===== config.mk =====
export PLATFORM = sky130hd
export DESIGN_NAME = regfile_mp
export DESIGN_NICKNAME = d
export VERILOG_FILES = /design/src/rtl/regfile_mp.sv
export SDC_FILE = /design/constraint.sdc
export NUM_CORES = 2
export LEC_CHECK = 0
export ABC_AREA = 1
export CAP_MARGIN = 20
export CELL_PAD_IN_SITES_DETAIL_PLACEMENT = 1
export CELL_PAD_IN_SITES_GLOBAL_PLACEMENT = 2
export CORE_MARGIN = 4
export CORE_UTILIZATION = 39
export CTS_CLUSTER_DIAMETER = 100
export DETAILED_ROUTE_END_ITERATION = 8
export HOLD_SLACK_MARGIN = 0.15
export PLACE_DENSITY = 0.85
export SLEW_MARGIN = 20
export SYNTH_ARGS = -nofsm -noshare
export SYNTH_HDL_FRONTEND = slang
export SYNTH_SLANG_ARGS = --single-unit
export TNS_END_PERCENT = 20

===== constraint.sdc =====
create_clock -name clk -period 12.9 [get_ports clk]
set_input_delay 2.58 -clock clk [delete_from_list [all_inputs] [get_ports clk]]
set_output_delay 2.58 -clock clk [all_outputs]
set_load 0.05 [all_outputs]

===== src/rtl/regfile_mp.sv =====
// Purpose : multi-port register file (NUM_READ read ports, two prioritised write ports,
//           debug read port) with a hardware zeroing sweep after reset or on clr.
// Latency : 1 cycle on all reads; same-edge writes bypass into the registered read data.
// Backpressure: none; busy high during the sweep, while writes are dropped and reads return 0.
// Ports:
//   clk, rst (async, active-high), clr (one-cycle clear request), busy (sweep running)
//   raddr/rdata : packed read ports, port i at [i*ADDR_WIDTH +: ADDR_WIDTH] / [i*DATA_WIDTH +: DATA_WIDTH]
//   we0/waddr0/wdata0, we1/waddr1/wdata1 : write ports, port 1 wins on address collision
//   debug_addr/debug_data : extra registered read port for the display
module regfile_mp #(
   parameter int DATA_WIDTH = 32,
   parameter int ADDR_WIDTH = 5,
   parameter int NUM_READ   = 2
) (
   input  logic                             clk,
   input  logic                             rst,
   input  logic                             clr,
   output logic                             busy,
   input  logic [NUM_READ*ADDR_WIDTH-1:0]   raddr,
   output logic [NUM_READ*DATA_WIDTH-1:0]   rdata,
   input  logic                             we0,
   input  logic [ADDR_WIDTH-1:0]            waddr0,
   input  logic [DATA_WIDTH-1:0]            wdata0,
   input  logic                             we1,
   input  logic [ADDR_WIDTH-1:0]            waddr1,
   input  logic [DATA_WIDTH-1:0]            wdata1,
   input  logic [ADDR_WIDTH-1:0]            debug_addr,
   output logic [DATA_WIDTH-1:0]            debug_data
);

   localparam int DEPTH = 1 << ADDR_WIDTH;
   localparam logic [ADDR_WIDTH-1:0] FIRST = ADDR_WIDTH'(1);
   localparam logic [ADDR_WIDTH-1:0] LAST  = ADDR_WIDTH'(DEPTH - 1);

   typedef enum logic {CLEAR, IDLE} state_t;

   state_t                  state, state_nxt;
   logic [ADDR_WIDTH-1:0]   idx, idx_nxt;

   // Entry 0 has no storage; it reads as zero.
   logic [DATA_WIDTH-1:0]   mem [1:DEPTH-1];

   logic                    wr_en;
   logic                    rd_zero;
   logic                    wr0_ok;
   logic                    wr1_ok;

   // A clr seen in IDLE drops that edge's writes and zeroes the reads so the
   // outputs are already quiet on the first busy cycle.
   assign busy    = (state == CLEAR);
   assign wr_en   = (state == IDLE) && !clr;
   assign rd_zero = (state == CLEAR) || clr;
   assign wr0_ok  = wr_en && we0 && (waddr0 != '0);
   assign wr1_ok  = wr_en && we1 && (waddr1 != '0);

   always_comb begin
      state_nxt = state;
      idx_nxt   = idx;
      case (state)
         CLEAR: begin
            if (clr) begin
               idx_nxt = FIRST;
            end else if (idx == LAST) begin
               state_nxt = IDLE;
            end else begin
               idx_nxt = idx + FIRST;
            end
         end
         IDLE: begin
            if (clr) begin
               state_nxt = CLEAR;
               idx_nxt   = FIRST;
            end
         end
         default: begin
            state_nxt = CLEAR;
            idx_nxt   = FIRST;
         end
      endcase
   end

   // Write-first read: port 1 has priority over port 0, then the array.
   function automatic logic [DATA_WIDTH-1:0] read_val(input logic [ADDR_WIDTH-1:0] a);
      logic [DATA_WIDTH-1:0] v;
      v = '0;
      if (rd_zero || (a == '0)) begin
         v = '0;
      end else if (wr1_ok && (waddr1 == a)) begin
         v = wdata1;
      end else if (wr0_ok && (waddr0 == a)) begin
         v = wdata0;
      end else begin
         v = mem[a];
      end
      return v;
   endfunction

   always_ff @(posedge clk or posedge rst) begin
      if (rst) begin
         state      <= CLEAR;
         idx        <= FIRST;
         rdata      <= '0;
         debug_data <= '0;
      end else begin
         state      <= state_nxt;
         idx        <= idx_nxt;
         for (int i = 0; i < NUM_READ; i++) begin
            rdata[i*DATA_WIDTH +: DATA_WIDTH] <= read_val(raddr[i*ADDR_WIDTH +: ADDR_WIDTH]);
         end
         debug_data <= read_val(debug_addr);
      end
   end

   // Array is not reset; the sweep zeroes it one entry per edge.
   // Port 1 is written last so it wins a same-address collision.
   always_ff @(posedge clk) begin
      if (state == CLEAR) begin
         mem[idx] <= '0;
      end else begin
         if (wr0_ok) begin
            mem[waddr0] <= wdata0;
         end
         if (wr1_ok) begin
            mem[waddr1] <= wdata1;
         end
      end
   end

endmodule


==> results_dict.tcl <==
set metrics [dict create \
    maxCapViolCount 0 \
    min_period_ns 6.23 \
    firstDrtPassIters 6 \
    start_kind "primary input" \
    postCtsSetupBuffers 0 \
    synth_compound_area_share_pct 7.80 \
    reg2reg_slack_ns 8.52 \
    area_growth_pct 9.65 \
    grt-ovfl-total 0 \
    num_vias 92386 \
    post-place-ws_ns 6.02 \
    fill_cells 26411 \
    syn_inst 12232 \
    grt_pass1_vias 89455 \
    cts_resized 0 \
    cts.htree.levels 4 \
    postSynth.asyncResetShare_pct 9.32 \
    cts.sink_count 1094 \
    min_from "idx[0]" \
    hpwl_microns 293000 \
    drive_above_1_share_pct 5.56 \
    synth_top_family_by_area "simple AND/OR/NAND/NOR gates" \
    design_area_sq_um 87700 \
    cpPeakStageDelay_ns 1.10 \
    synth-adder-area-share_pct 0.0313 \
    wire_per_inst_microns 33.4 \
    gp_congestion 0.943 \
    crit_path_top_delay_cell "o21ai_4" \
    rows 166 \
    cts_hold_buf 0 \
    ys_ff_latch 1094 \
    wl_microns 487000 \
    ys_warn_count 0 \
    core_sq_um 204000 \
    fin_ws_ns 6.67 \
    fin_tns_setup_ns 0 \
    clockBufferDepth 3 \
    power_leakage_nw 40.5 \
    yosysSeqAreaShare_pct 40.4 \
    status "finished clean" \
    clk_pin_slew_ns 0.06 \
    rsz0062_at_grt "false" \
    slew_headroom_pct 12.7 \
    whs_path_depth 2 \
    timing.final.crit_share_pct 48.3 \
    worstHoldPathType "register to register" \
    synth.mux.area_fraction_pct 0 \
    layout_common_cells "4855 x nand2_1, 2272 x nand3_1, 1055 x inv_1" \
    cpMostUsedCell "nand3_1" \
    dieArea_sq_um 212000 \
    dieHeight_microns 461 \
    cts_buffers 144 \
    start_util_pct 39.2 \
    hold_viol 0 \
    io_buffers 190 \
    fin_util_pct 42.9 \
    syn_area_per_cell_sq_um 6.54 \
    die_x_microns 461 \
    reg2reg_depth 9 \
    grt_usage_pct 44.7 \
    cp_cell_sequence "clkdlybuf4s50_1 > nor2_1 > nand3_1 > nand2_2 > nand2_1 > o21ai_1 > nand3_1 > o21ai_4 > buf_4" \
    critPathMaxFanout 20 \
    critPathCaptureType "register" \
    fin_skew_ns 0.0351 \
    total_power_mw 10.2 \
    cts_tree "yes" \
    crit_arrival_ns 6.69 \
    grt_first_pass_wirelength_microns 676000 \
    cellPowerDensity_nw_per_um2 116 \
    yosysUniqueCellTypes 34 \
    drt_iter0_markers 13980 \
    netlist_area_sq_um 80000 \
    synth_xor_area_share_pct 0.164 \
    cts-root-buf "clkbuf_16" \
    yosys.area_share.simple_pct 40.1 \
    syn-num-nets 12328 \
    mostFrequentLayoutCell "nand2_1" \
    ir_worst_vdd_v 0.000146 \
    max_freq_mhz 160 \
    cp.required_ns 13.36 \
    grt_max_degree 180 \
    drv_slew 0 \
    drc 0 \
    synth_ff_type "edfxtp_1" \
    postPlaceCellArea_sq_um 82900 \
    clk_latency_ns 0.85 \
    worst_slew_pin_slew_ns 1.31 \
    reg2reg_from "state" \
    antenna_found_initial 58 \
    vias_per_cell 6.33 \
    hold_end "idx[0]" \
    nets 11847 \
    setup_viol 0 \
    synth_edf_count 992 \
    timing.rr.end "mem[6][17]" \
    ioPinCount 191 \
    crit_type "primary input to register" \
    ant_nets 0 \
]
Yosys cell counts, types with 2 or more instances:
cell / n / area [sq um]
o21ai_1: 176 / 881
a21oi_1: 574 / 2870
o21ai_2: 2 / 17.5
nor2_1: 498 / 1870
nor3_2: 4 / 40.0
inv_1: 1059 / 3980
ha_1: 2 / 25.0
xnor2_1: 8 / 70.1
inv_2: 46 / 173
nand4_1: 10 / 62.6
buf_1: 116 / 435
nor3_4: 3 / 48.8
nand3_1: 2277 / 11400
buf_4: 49 / 368
dfrtp_1: 101 / 2530
nand2_1: 4868 / 18300
clkbuf_2: 5 / 25.0
nand3_2: 10 / 100
nor2_2: 9 / 56.3
buf_2: 378 / 1890
edfxtp_1: 992 / 29800
a21oi_2: 7 / 61.3
nor3_1: 2 / 10.0
clkinv_1: 2 / 7.51
buf_6: 52 / 586
xor2_1: 7 / 61.3
o21ai_0: 481 / 2410
nand2_2: 37 / 231
clkbuf_1: 452 / 1700
layout make-up:
class	count	area (sq um)	area share (%)
Multi-Input combinational cell	8978	39100	44.6
Sequential cell	1094	32300	36.9
Inverter	1108	4220	4.81
Timing Repair Buffer	425	3880	4.42
Clock buffer	170	3840	4.38
Tap cell	2688	3360	3.83
Clock inverter	99	875	0.997
Antenna cell	35	87.6	0.0998
per-layer routing:
| layer | wire length (microns) | track usage, % |
|---|---|---|
| met3 | 66400 | 15.2 |
| met1 | 175000 | 54.5 |
| met4 | 44500 | 34.2 |
| met2 | 202000 | 64.8 |
| met5 | 186 | 0 |
worst max-delay path by stage:
stage | start | endpoint | cells after the start
after floorplan | waddr0[2] | mem[22][0] | 9
after global placement | waddr0[3] | mem[6][16] | 10
final | waddr0[3] | mem[6][17] | 9
after detailed placement | waddr0[3] | mem[6][14] | 9
after CTS | waddr0[3] | mem[6][17] | 9
after global routing | waddr0[3] | mem[6][23] | 9
registers in the layout, summed over array words and instances, names as in the netlist:
name        count
debug_data     32
state           1
rdata          64
mem           992
idx             5
worst max-delay path, delay by kind of cell:
family                 cells  cell delay, ns
buffers and inverters      2            1.29
AND/OR/NAND/NOR            5            1.43
AO/OA/AOI/OAI              2            1.25
where the power goes:
| group | internal [mW] | leakage [nW] | switching, mW |
|---|---|---|---|
| registers | 3.99 | 10.2 | 0.0740 |
| clock network | 2.38 | 2.33 | 1.81 |
| logic | 0.399 | 28.0 | 1.53 |
| total | 6.77 | 40.5 | 3.41 |
cell families after synthesis:
logic type | after synthesis
AOI/OAI and AO/OA | 1240
xor gates and xnor gates | 15
adders and majority gates | 2
buffers and inverters | 2160
DFF | 1094
and+or+nand+nor | 7721
stage by stage:
stage	instances	hold slack (ns)
floorplan	12232	0.490
CTS	14560	0.545
global route	14576	0.557
global placement	14289	0.515
detailed placement	14291	0.524
finish	14597	0.554
(Power assumes the default switching activity.)
